## src/rtl/gps_clock_pkg.sv

```systemverilog
// Shared GPS clock types: sync states, BCD time-of-day layout and digit limits.
// Reused by the UART capture, time keeper and display blocks.
package gps_clock_pkg;

  typedef enum logic [1:0] {
    ACQUIRE  = 2'd0,
    ARMED    = 2'd1,
    LOCKED   = 2'd2,
    HOLDOVER = 2'd3
  } sync_state_e;

  localparam logic [3:0] UNITS_MAX = 4'd9;
  localparam logic [2:0] TENS_MAX  = 3'd5;
  localparam int         HOUR_MAX  = 23;

  typedef struct packed {
    logic [1:0] hour_2;
    logic [3:0] hour_1;
    logic [2:0] min_2;
    logic [3:0] min_1;
    logic [2:0] sec_2;
    logic [3:0] sec_1;
  } bcd_time_t;

  localparam int BCD_TIME_W = $bits(bcd_time_t);

  function automatic logic bcd_time_ok(bcd_time_t t);
    return (t.sec_1 <= UNITS_MAX) && (t.sec_2 <= TENS_MAX) &&
           (t.min_1 <= UNITS_MAX) && (t.min_2 <= TENS_MAX) &&
           (t.hour_1 <= UNITS_MAX) &&
           ((int'(t.hour_2) * 10 + int'(t.hour_1)) <= HOUR_MAX);
  endfunction

endpackage

```

## src/rtl/bcd_time_inc.sv

```systemverilog
// Adds one second to a BCD hh:mm:ss value, wrapping 23:59:59 to 00:00:00.
module bcd_time_inc
  import gps_clock_pkg::*;
(
  input  logic [BCD_TIME_W-1:0] time_i,
  output logic [BCD_TIME_W-1:0] time_o
);

  localparam logic [1:0] LAST_H2 = 2'(HOUR_MAX / 10);
  localparam logic [3:0] LAST_H1 = 4'(HOUR_MAX % 10);

  bcd_time_t cur, nxt;

  assign cur    = time_i;
  assign time_o = nxt;

  always_comb begin
    nxt = cur;
    if (cur.sec_1 != UNITS_MAX) nxt.sec_1 = cur.sec_1 + 4'd1;
    else begin
      nxt.sec_1 = '0;
      if (cur.sec_2 != TENS_MAX) nxt.sec_2 = cur.sec_2 + 3'd1;
      else begin
        nxt.sec_2 = '0;
        if (cur.min_1 != UNITS_MAX) nxt.min_1 = cur.min_1 + 4'd1;
        else begin
          nxt.min_1 = '0;
          if (cur.min_2 != TENS_MAX) nxt.min_2 = cur.min_2 + 3'd1;
          else begin
            nxt.min_2 = '0;
            if (cur.hour_2 == LAST_H2 && cur.hour_1 == LAST_H1) begin
              nxt.hour_2 = '0;
              nxt.hour_1 = '0;
            end else if (cur.hour_1 == UNITS_MAX) begin
              nxt.hour_1 = '0;
              nxt.hour_2 = cur.hour_2 + 2'd1;
            end else begin
              nxt.hour_1 = cur.hour_1 + 4'd1;
            end
          end
        end
      end
    end
  end

endmodule

```

## src/rtl/gps_time_keeper.sv

```systemverilog
// Stages validated GPS time, loads it on 1PPS, keeps time on PPS and
// free-runs on an internal holdover tick when PPS disappears.
module gps_time_keeper
  import gps_clock_pkg::*;
#(
  parameter int CLK_HZ         = 50_000_000,
  parameter int PPS_MARGIN     = 5_000_000,
  parameter int HOLDOVER_MAX_S = 600,
  parameter int MISMATCH_LIMIT = 2
) (
  input  logic       clk,
  input  logic       reset,
  input  logic       pps_single_clk,
  input  logic       gps_update,
  input  logic [3:0] gps_sec_1,
  input  logic [2:0] gps_sec_2,
  input  logic [3:0] gps_min_1,
  input  logic [2:0] gps_min_2,
  input  logic [3:0] gps_hour_1,
  input  logic [1:0] gps_hour_2,
  output logic [3:0] sec_1,
  output logic [2:0] sec_2,
  output logic [3:0] min_1,
  output logic [2:0] min_2,
  output logic [3:0] hour_1,
  output logic [1:0] hour_2,
  output logic       sec_tick,
  output logic [1:0] sync_state,
  output logic       time_valid
);

  localparam int LIM = CLK_HZ + PPS_MARGIN;
  localparam int CW  = $clog2(LIM + 1);
  localparam int HW  = $clog2(HOLDOVER_MAX_S + 1);
  localparam int MW  = $clog2(MISMATCH_LIMIT + 1);

  sync_state_e   state_q;
  bcd_time_t     time_q, staged_q, gps_t, inc_in, inc_out;
  logic [CW-1:0] cyc_q, cyc_d;
  logic [HW-1:0] hold_s_q;
  logic [MW-1:0] mis_q, mis_d;
  logic          tick_q, valid_q, upd_ok, cyc_lim;

  assign gps_t  = '{hour_2: gps_hour_2, hour_1: gps_hour_1, min_2: gps_min_2,
                    min_1: gps_min_1, sec_2: gps_sec_2, sec_1: gps_sec_1};
  assign upd_ok = gps_update && bcd_time_ok(gps_t);

  // The ARMED load is staged+1s, every other increment advances the running time.
  assign inc_in = (state_q == ARMED) ? staged_q : time_q;

  bcd_time_inc u_inc (
    .time_i (inc_in),
    .time_o (inc_out)
  );

  assign cyc_lim = (cyc_q == CW'(LIM));
  assign cyc_d   = pps_single_clk ? '0 : (cyc_lim ? cyc_q : cyc_q + 1'b1);
  assign mis_d   = mis_q + 1'b1;

  always_ff @(posedge clk or negedge reset) begin
    if (!reset) begin
      state_q  <= ACQUIRE;
      time_q   <= '0;
      staged_q <= '0;
      cyc_q    <= '0;
      hold_s_q <= '0;
      mis_q    <= '0;
      tick_q   <= 1'b0;
      valid_q  <= 1'b0;
    end else begin
      tick_q <= 1'b0;
      cyc_q  <= cyc_d;
      case (state_q)
        ACQUIRE: begin
          if (!pps_single_clk && upd_ok) begin
            staged_q <= gps_t;
            state_q  <= ARMED;
          end
        end
        ARMED: begin
          if (pps_single_clk) begin
            time_q  <= inc_out;
            tick_q  <= 1'b1;
            mis_q   <= '0;
            valid_q <= 1'b1;
            state_q <= LOCKED;
          end else if (cyc_lim) begin
            state_q <= ACQUIRE;
          end else if (upd_ok) begin
            staged_q <= gps_t;
          end
        end
        LOCKED: begin
          if (pps_single_clk) begin
            time_q <= inc_out;
            tick_q <= 1'b1;
          end else if (cyc_lim) begin
            // PPS overdue: credit the missed second and phase the tick to it.
            time_q   <= inc_out;
            tick_q   <= 1'b1;
            cyc_q    <= CW'(PPS_MARGIN);
            hold_s_q <= '0;
            state_q  <= HOLDOVER;
          end else if (upd_ok) begin
            if (gps_t == time_q) mis_q <= '0;
            else begin
              mis_q <= mis_d;
              if (mis_d == MW'(MISMATCH_LIMIT)) begin
                staged_q <= gps_t;
                valid_q  <= 1'b0;
                state_q  <= ARMED;
              end
            end
          end
        end
        HOLDOVER: begin
          if (pps_single_clk) begin
            // An early PPS marks a second the internal tick already counted.
            if (cyc_q >= CW'(CLK_HZ / 2)) begin
              time_q <= inc_out;
              tick_q <= 1'b1;
            end
            state_q <= LOCKED;
          end else if (hold_s_q == HW'(HOLDOVER_MAX_S)) begin
            hold_s_q <= '0;
            valid_q  <= 1'b0;
            state_q  <= ACQUIRE;
          end else if (cyc_q == CW'(CLK_HZ - 1)) begin
            time_q   <= inc_out;
            tick_q   <= 1'b1;
            cyc_q    <= '0;
            hold_s_q <= hold_s_q + 1'b1;
          end
        end
        default: state_q <= ACQUIRE;
      endcase
    end
  end

  assign sec_1      = time_q.sec_1;
  assign sec_2      = time_q.sec_2;
  assign min_1      = time_q.min_1;
  assign min_2      = time_q.min_2;
  assign hour_1     = time_q.hour_1;
  assign hour_2     = time_q.hour_2;
  assign sec_tick   = tick_q;
  assign sync_state = state_q;
  assign time_valid = valid_q;

endmodule

```

## config.mk

```make
export PLATFORM = sky130hd
export DESIGN_NAME = gps_time_keeper
export DESIGN_NICKNAME = d
export VERILOG_FILES = /design/src/rtl/gps_clock_pkg.sv /design/src/rtl/bcd_time_inc.sv /design/src/rtl/gps_time_keeper.sv
export SDC_FILE = /design/constraint.sdc
export NUM_CORES = 1
export LEC_CHECK = 0
export BUFFER_PORTS_ARGS = -buffer_cell sky130_fd_sc_hd__clkbuf_2
export CORE_MARGIN = 1
export CORE_UTILIZATION = 45
export DETAILED_ROUTE_END_ITERATION = 8
export GPL_TIMING_DRIVEN = 0
export HOLD_SLACK_MARGIN = 0.03
export PLACE_DENSITY = 0.66
export SETUP_SLACK_MARGIN = 0.15
export SLEW_MARGIN = 20
export SYNTH_ARGS = -nofsm -noshare
export SYNTH_HDL_FRONTEND = slang
export SYNTH_HIERARCHICAL = 1
export SYNTH_SLANG_ARGS = --single-unit
export TNS_END_PERCENT = 30
```

## constraint.sdc

```tcl
create_clock -name clk -period 3.29 [get_ports clk]
set_clock_uncertainty 0.2 [all_clocks]
set_input_delay 0 -clock clk [delete_from_list [all_inputs] [get_ports clk]]
set_output_delay 0 -clock clk [all_outputs]
set_load 0.02 [all_outputs]
```

==> run metrics, run 1 <==
P&R area growth vs syn=21.3%; class of the most critical setup path=flip-flop to flip-flop; #FFs+latches synth=82; first-pass GRT wire length=19,900 um; drt first pass iters=4; Hold Crit Class=primary input to async pin; design area=6180 um^2; Antenna Diode Count=0; final worst slack=243 ps; post-DR vias/cell=5.57; final hold slack=46.1 ps; final hold violations=0; Ports=48; TritonCTS clock tree=yes; Clock Latency Late Sink=340 ps; relative slew slack=52.6%; ys async rst share=100%; via count=4,042; Final setup viols=0; CTS max path bufs=2; Synth Instances=494; Synthesized Nets=530; crit path time final=3050 ps; Inserted Clock Buffers=9; Tcrit/Tclk final=92.6%; routed wire length=12,100 um; top cells by count, synth=82 x dfrtp_1, 43 x mux2_2, 41 x nor2_1; Crit Path Max Fanout=10; Rows=38; warnings from Yosys=6; ANT nets after route=0; Root Buffer Master=clkbuf_16; placed cell count=681; cell with the most instances after synthesis=dfrtp_1; clock sinks=82; Initial Util=46.6%; max cap viols=0; pin count of the biggest net entering global routing=83; Max Clock Freq=328 MHz; Worst EP required=3320 ps; Post-Syn Area per Cell=10.3 um^2; Critical Path Start Type=flip-flop; status=complete, no violations; synthesized cell area=5100 um^2; gpl congestion=0.847; Cell Area, Placed=5530 um^2; htree depth=3; most common flop cell mapped by yosys=dfrtp_1; Worst setup EP type=flip-flop; # nets final=617; share of layout cells above drive strength 1=28.2%; sequential fraction of the synthesis area=40.2%; initial antenna violation count=0; total track usage=22.1%; WP data arrival=3080 ps; non-filler instance count after layout=726; die area=11,800 um^2; worst slew pin tran=705 ps; wire per inst=16.6 um; HPWL after DPL=8210 um; GRT overflow=0; Die Y-Extent=108 um; Synth area leaders=dfrtp_1 40%, mux2_2 9.5%, xor2_1 6.5%; Post-synth EDFFs=0; RSZ-0062 raised after global routing=no; dpl ws=-73.7 ps; Util after Layout=56.5%; Yosys top cell area share=40.2%; vias in the first global route=3,886; Synth area leader=dfrtp_1; starting DRC count in detailed routing=308; fin. max-slew vios=0; Reg clk slew, reported paths=60 ps; IO Port Bufs=47; Die W=108 um; Leak=2.87 nW; total core area=10,900 um^2; Distinct cells, synth=66; Power Dens Cells=579 nW/um^2; DRC=0; VDD IR max=366 uV
[registers in the layout, indices dropped and copies added (netlist names)]
| signal | flops |
|---|---|
| cyc_q | 26 |
| hold_s_q | 10 |
| hour_1 | 4 |
| hour_2 | 2 |
| min_1 | 4 |
| min_2 | 3 |
| mis_q | 2 |
| sec_1 | 4 |
| sec_2 | 3 |
| sec_tick | 1 |
| staged_q | 20 |
| sync_state | 2 |
| time_valid | 1 |
[metrics by stage]
step	setup TNS [ps]	total power, W
finish	0	0.00358
global placement	-72.1	0.00235
CTS	0	0.00358
global route	0	0.00377
detailed placement	-129	0.00238
floorplan	0	0.00209
[cell type report]
class	instances	area, um^2
plain buffers	15	96.3
clock buffers	10	229
clock inverters	6	105
fillers	957	4750
inverters	23	90.1
multi-input cells	374	2900
flip-flops and latches	82	2050
well taps	140	175
repair buffers	76	529
[what timing repair did]
item	4_1_cts	5_1_grt
setup buffers	1	6
hold buffers	22	0
endpoints found under the hold margin	104	0
pin swaps	1	2
endpoints found under the setup margin	7	7
resized for setup	5	6
[layer usage]
layer	part of all wire (%)	GRT usage [%]	wire length [um]	vias to the layer above
li1	-	-	-	1936
met1	48	30.9	5840	2004
met2	46	34.4	5590	90
met3	4.0	3.56	478	12
met4	1.3	8.01	161	0
met5	0	0	0	-
[kinds of logic after synthesis]
group	share of synthesized area [%]
mux	16.0
xor+xnor	8.42
fa+ha+maj	3.09
flops	40.2
compound gates	9.77
simple gates	19.2
buf+inv	3.24
[power breakdown]
| part | switching (W) | leakage, nW | internal [W] | total, W |
|---|---|---|---|---|
| Clock | 0.000414 | 0.166 | 0.000738 | 0.00115 |
| Sequential | 0.000166 | 1.10 | 0.00121 | 0.00138 |
| Combinational | 0.000525 | 1.60 | 0.000525 | 0.00105 |
[cells in the final DEF (no fill, tap or decap), types with 6 or more instances in the layout]
| cell | netlist | layout |
|---|---|---|
| ha_1 | 11 | 11 |
| o31ai_1 | 6 | 6 |
| nand2b_1 | 8 | 8 |
| dfrtp_1 | 82 | 81 |
| and3_1 | 6 | 6 |
| nor2_1 | 41 | 40 |
| nand2_1 | 28 | 28 |
| nor3_1 | 6 | 6 |
| nor2b_1 | 8 | 8 |
| a21oi_1 | 13 | 13 |
| inv_1 | 23 | 22 |
| nor4_1 | 9 | 9 |
| xnor2_1 | 11 | 11 |
| nand4_1 | 7 | 7 |
| nand3_1 | 24 | 24 |
| clkbuf_2 | 0 | 47 |
| buf_2 | 6 | 7 |
| dlygate4sd3_1 | 0 | 22 |
| mux2_4 | 20 | 20 |
| clkbuf_16 | 0 | 9 |
| o21ai_0 | 27 | 27 |
| xor2_1 | 38 | 38 |
| buf_4 | 0 | 7 |
| mux2_2 | 43 | 43 |
[final timing paths]
kind                                           start                   endpoint  slack (ps)  cells after the start
min reg2reg                  hold_s_q[9]$_DFFE_PN0P_    hold_s_q[9]$_DFFE_PN0P_         290                      1
max                        sync_state[0]$_DFFE_PN0P_       min_2[1]$_DFFE_PN0P_         240                     10
max reg2reg                sync_state[0]$_DFFE_PN0P_       min_2[1]$_DFFE_PN0P_         240                     10
min                                            reset    hold_s_q[7]$_DFFE_PN0P_          50                      2
max in group asynchronous                      reset       sec_2[1]$_DFFE_PN0P_        2340                      2
min in group clk                          gps_update  sync_state[0]$_DFFE_PN0P_         120                      5
[critical path, cell delays in order, from the launching register on]
cell and delay (ps):
dfrtp_2 350, buf_4 170, clkinvlp_4 140, nor2_4 170, buf_8 160, mux2_2 390
and4bb_4 400, nand4_4 130, or2_4 260, mux2_4 290, mux2_4 270
No activity file was read; power rests on OpenSTA's default activity.
==> run 2: changes to the inputs <==
Settings changed: ABC_AREA set to 1, PLACE_DENSITY 0.66 to 0.65.
==> run metrics, run 2 <==
crit path time final=2840 ps (-207 ps); Largest Register=cyc_q; Crit Path Max Fanout=10 (unchanged); Distinct cells, synth=44 (-33%); total core area=12,300 um^2 (+12%); P&R area growth vs syn=17.0%; CTS max path bufs=2 (unchanged); fill cell count=1,196 (+25%); WP data arrival=2920 ps (-160 ps); max incr delay on CP=490 ps (+90 ps); VDD IR max=235 uV (-36%); #FFs+latches synth=82 (unchanged); clock sinks=82 (unchanged); most common cell after layout, fill and taps aside=nand2_1; Die W=115 um (+6.1%); routed wire length=15,000 um (+24%); Ports=48 (unchanged); Reg clk slew, reported paths=60 ps (about the same); htree depth=3 (unchanged); Post-synth EDFFs=0 (unchanged); Synth area leaders=dfrtp_1 36%, nand2_1 19%, nand3_1 7.3%; ANT nets after route=0 (unchanged); delay-heaviest family, CP=simple AND/OR/NAND/NOR gates; fin. max-slew vios=0 (unchanged); Initial Util=46.9% (+0.30 points); ys async rst share=100% (unchanged); WP buf/inv=2 (-1); status=complete, no violations; RSZ-0062 raised after global routing=no; wire per inst=13.4 um (-19%); Clock Latency Late Sink=350 ps (about the same); Worst path slowest cell=clkbuf_1; first-pass GRT wire length=24,900 um (+25%); most frequent cells in the layout=284 x nand2_1, 101 x inv_1, 84 x nand3_1; Max Clock Freq=352 MHz (+7.3%); Tcrit/Tclk final=86.3% (-6.3 points); DRC=0 (unchanged); max cap viols=0 (unchanged); Util after Layout=54.9% (-1.6 points); GRT overflow=0 (unchanged); Worst setup EP type=flip-flop; starting DRC count in detailed routing=415 (+35%); biggest regs=cyc_q x26, staged_q x20, hold_s_q x10; die area=13,200 um^2 (+13%); Worst EP required=3370 ps (+50 ps); total track usage=24.3% (+2.1 points); Rows=40 (+5.3%); synthesized cell area=5750 um^2 (+13%); via count=5,532 (+37%); # nets final=977 (+58%); Synth Instances=861 (+74%); Hold Crit Class=primary input to async pin; Post-Syn Area per Cell=6.68 um^2 (-35%); most common flop cell mapped by yosys=dfrtp_1; Antenna Diode Count=0 (unchanged); initial antenna violation count=0 (unchanged); worst slew pin tran=680 ps (-24.4 ps); cell with the most instances after synthesis=nand2_1; post-DR vias/cell=4.97 (-11%); Leak=3.44 nW (+20%); HPWL after DPL=10,700 um (+31%); Final setup viols=0 (unchanged); worst-path cell chain=inv_1 > nor2_2 > clkbuf_1 > o21ai_0 > ha_1 > nand4_1 > nand2_1 > nand4_1 > nor2_1 > nor2_1 > nand3_1 > nand2_1; Synth area leader=dfrtp_1; gpl congestion=0.912 (+7.7%); top cells by count, synth=284 x nand2_1, 101 x inv_1, 84 x nand3_1; Root Buffer Master=clkbuf_16; TritonCTS clock tree=yes; Power Dens Cells=595 nW/um^2 (+2.7%); vias in the first global route=5,018 (+29%); Setup TNS=0 ps (unchanged); pin count of the biggest net entering global routing=83 (unchanged); drt first pass iters=5 (+1); relative slew slack=54.7% (+2.1 points); class of the most critical setup path=flip-flop to flip-flop; Synthesized Nets=897 (+69%); Yosys top cell area share=35.7% (-4.6 points); Inserted Clock Buffers=9 (unchanged); sequential fraction of the synthesis area=35.7% (-4.6 points); final hold violations=0 (unchanged); postcts setup bufs=0 (-1); share of layout cells above drive strength 1=14.5% (-14 points); Critical Path Start Type=flip-flop; warnings from Yosys=6 (unchanged); max reg flops=26 (unchanged); Die Y-Extent=115 um (+6.1%); IO Port Bufs=47 (unchanged)
[run 2: path summary, 6_finish.rpt]
kind | from | end | slack (ps) | depth (start not counted)
max in group asynchronous | reset | cyc_q[8]$_DFF_PN0_ | 2350 | 2
min reg2reg | staged_q[3]$_DFFE_PN0P_ | staged_q[3]$_DFFE_PN0P_ | 270 | 2
max | sync_state[0]$_DFFE_PN0P_ | hour_2[1]$_DFFE_PN0P_ | 450 | 12
min in group clk | gps_update | sync_state[0]$_DFFE_PN0P_ | 120 | 9
max reg2reg | sync_state[0]$_DFFE_PN0P_ | hour_2[1]$_DFFE_PN0P_ | 450 | 12
min | reset | hold_s_q[3]$_DFFE_PN0P_ | 50 | 2
[run 2: worst register-to-register path: stages (launching register included)]
cell and delay, ps:
dfrtp_2 460, inv_1 90, nor2_2 210, clkbuf_1 490, o21ai_0 340, ha_1 310
nand4_1 130, nand2_1 130, nand4_1 130, nor2_1 50, nor2_1 80, nand3_1 80
nand2_1 80
[run 2: kinds of logic (layout without fill, tap and decap cells)]
family | after synthesis | count (layout) | synth area share [%]
simple gates | 515 | 515 | 39.6
buf+inv | 142 | 227 | 9.87
compound gates | 88 | 88 | 8.81
flops | 82 | 82 | 35.7
xor+xnor | 22 | 22 | 3.35
fa+ha+maj | 12 | 12 | 2.74
[run 2: what timing repair did]
action                                  in CTS  in global routing
endpoints found under the setup margin       0                 14
resized for setup                            0                  3
endpoints found under the hold margin      107                  0
hold buffers                                22                  0
[run 2: per-layer routing]
| metal | vias to the layer above | GRT usage [%] | part of all wire [%] |
|---|---|---|---|
| met2 | 120 | 35.5 | 42 |
| met3 | 19 | 3.43 | 5.0 |
| met5 | - | 0 | 0 |
| li1 | 2889 | - | - |
| met1 | 2504 | 36.4 | 51 |
| met4 | 0 | 8.23 | 1.7 |
[run 2: area by class of cell]
| cell class | count | area [um^2] | area share (%) |
|---|---|---|---|
| sequential | 82 | 2050 | 30.5 |
| timing repair buffer | 69 | 464 | 6.90 |
| tap | 168 | 210 | 3.12 |
| buffer | 21 | 116 | 1.73 |
| multi-input combinational | 637 | 3140 | 46.6 |
| clock buffer | 11 | 243 | 3.61 |
| clock inverter | 5 | 53.8 | 0.799 |
| inverter | 121 | 454 | 6.75 |
[run 2: through the flow]
stage,cell area [um^2],total power [W],setup WS (ps),cells,hold slack (ps)
2_1_floorplan,5750,0.00247,733,861,-496
3_3_place_gp,6200,0.00294,301,1076,66.3
3_5_place_dp,6210,0.00296,294,1076,-104
4_1_cts,6730,0.00402,256,1114,94.8
5_1_grt,6730,0.00428,161,1114,128
6_report,6730,0.00400,450,1114,48.7
[run 2: power by group]
| group | switching, W | internal (W) | total, W |
|---|---|---|---|
| clock | 0.000415 | 0.000606 | 0.00102 |
| combinational | 0.00112 | 0.000493 | 0.00162 |
| sequential | 0.000160 | 0.00121 | 0.00137 |
==> run 3: changes to the inputs <==
Settings changed: CORE_ASPECT_RATIO set to 0.8.
==> run metrics, run 3 (same netlist as run 2, synthesis figures left out) <==
most frequent cells in the layout=284 x nand2_1, 101 x inv_1, 84 x nand3_1; Leak=3.44 nW (+0.11%); relative slew slack=55.7% (+1.0 points); Critical Path Start Type=flip-flop; most common cell after layout, fill and taps aside=nand2_1; total track usage=24.7% (+0.44 points); wire per inst=13.8 um (+2.4%); Clock Latency Late Sink=350 ps (about the same); Worst setup EP type=flip-flop; final hold violations=0 (unchanged); Seq pwr share=33.6% (-0.5 points); die area=13,200 um^2 (about the same); postcts setup bufs=0 (unchanged); Max Clock Freq=360 MHz (+2.4%); Pwr Total=0.00405 W (+1.2%); gpl congestion=0.895 (-1.8%); Logic pwr share=40.3% (about the same); design area=6750 um^2 (+0.30%); total core area=12,300 um^2 (+0.65%); Cell Area, Placed=6210 um^2 (about the same); pin count of the biggest net entering global routing=83 (unchanged); status=complete, no violations; Util after Layout=54.7% (-0.19 points); VDD IR max=346 uV (+47%); htree depth=3 (unchanged); crit path time final=2770 ps (-65.5 ps); worst slew pin tran=665 ps (-15.5 ps); RSZ-0062 raised after global routing=no; P&R area growth vs syn=17.3%; TritonCTS clock tree=yes; Largest Register=cyc_q; Reg clk slew, reported paths=60 ps (about the same); biggest regs=cyc_q x26, staged_q x20, hold_s_q x10; # nets final=977 (unchanged); GRT overflow=0 (unchanged); initial antenna violation count=0 (unchanged); reg2reg path depth=17 (+5); post-DR vias/cell=5.04 (+1.6%); Hold Crit Class=primary input to async pin; dpl ws=308 ps (+13.6 ps); Power Dens Cells=600 nW/um^2 (+0.89%); ANT nets after route=0 (unchanged); Crit Path Max Fanout=10 (unchanged); drt first pass iters=5 (unchanged); HPWL after DPL=11,000 um (+2.7%); starting DRC count in detailed routing=480 (+16%); final worst slack=515 ps (+65.5 ps); share of layout cells above drive strength 1=14.7% (+0.21 points); WP data arrival=2820 ps (-100 ps); Critical R2R Launch=sync_state[0]$_DFFE_PN0P_; Die W=128 um (+12%); Root Buffer Master=clkbuf_16; CTS max path bufs=2 (unchanged); Tcrit/Tclk final=84.3% (-2.0 points); Inserted Clock Buffers=9 (unchanged); P_sw=0.00174 W (+2.2%); Rows=36 (-10%); Die Y-Extent=103 um (-10%); routed wire length=15,400 um (+2.7%); Antenna Diode Count=0 (unchanged); via count=5,634 (+1.8%); Net Sw Frac=42.8% (+0.42 points); clock sinks=82 (unchanged); class of the most critical setup path=flip-flop to flip-flop; max reg flops=26 (unchanged); first-pass GRT wire length=25,100 um (+0.75%); max cap viols=0 (unchanged); fin. max-slew vios=0 (unchanged); Final setup viols=0 (unchanged); Clock power frac=26.2% (+0.7 points); Worst EP required=3330 ps (-40 ps); Ports=48 (unchanged); Setup TNS=0 ps (unchanged); P_int=0.00232 W (+0.45%); IO Port Bufs=47 (unchanged); DRC=0 (unchanged); start point of the critical path=sync_state[0]$_DFFE_PN0P_; vias in the first global route=4,909 (-2.2%); Initial Util=46.6% (-0.30 points)
## run 3: cell count changes in the layout (fill, tap and decap cells not counted)
cell | previous run | this run
inv_6 | 0 | 2
clkinv_4 | 1 | 2
clkbuf_2 | 46 | 47
clkbuf_1 | 5 | 3
clkinv_2 | 3 | 0
clkinvlp_4 | 0 | 1
## run 3: final timing paths
check	end	slack, ps
worst max-delay path	hour_2[0]$_DFFE_PN0P_	520
worst min-delay path	hold_s_q[3]$_DFFE_PN0P_	60
worst max register to register	hour_2[0]$_DFFE_PN0P_	520
worst min register to register	staged_q[14]$_DFFE_PN0P_	270
max in group asynchronous	sync_state[0]$_DFFE_PN0P_	2350
min in group clk	sync_state[0]$_DFFE_PN0P_	160
## run 3: worst max-delay path, stage by stage (launching register included)
cell	delay, ps
dfrtp_2	450
inv_1	90
nor2_2	210
clkbuf_4	280
buf_2	280
nand2_1	80
nand2_1	130
nand2_1	80
inv_2	90
nand2_4	70
nor2_8	190
nand3_2	130
clkinv_1	100
nand2_1	50
nand2_1	60
inv_1	30
nand3_1	70
nand2_1	50
## run 3: layer usage
| layer | GRT usage [%] | up-vias | wire length (um) |
|---|---|---|---|
| met5 | 0 | - | 0 |
| met4 | 6.24 | 0 | 132 |
| met3 | 5.19 | 9 | 1150 |
| met2 | 34.5 | 181 | 6170 |
| met1 | 38.1 | 2557 | 7920 |
| li1 | - | 2887 | - |
## run 3: final cells by class
| type | instances | area [um^2] |
|---|---|---|
| buffer | 21 | 118 |
| sequential | 82 | 2050 |
| fill | 1260 | 5590 |
| multi-input combinational | 637 | 3140 |
| tap | 171 | 214 |
| clock buffer | 10 | 239 |
| timing repair buffer | 69 | 464 |
| inverter | 121 | 454 |
| clock inverter | 6 | 72.6 |
## run 3: power groups by stage
stage | registers, W | clock network (W) | logic (W)
finish | 0.00136 | 0.00106 | 0.00163
global route | 0.00139 | 0.00112 | 0.00183
detailed placement | 0.00137 | 0 | 0.00160
global placement | 0.00137 | 0 | 0.00158
CTS | 0.00136 | 0.00108 | 0.00163
floorplan | 0.00140 | 0 | 0.00107
## run 3: stage by stage
step,hold slack (ps),cells
global route,140,1117
finish,62.9,1117
detailed placement,-98.9,1079
global placement,66.1,1079
CTS,88.7,1117
floorplan,-496,861
## run 3: timing repair
item	in CTS	in global routing
hold buffers	22	0
hold endpoints to repair	107	0
endpoints found under the setup margin	0	14
resized for setup	0	5
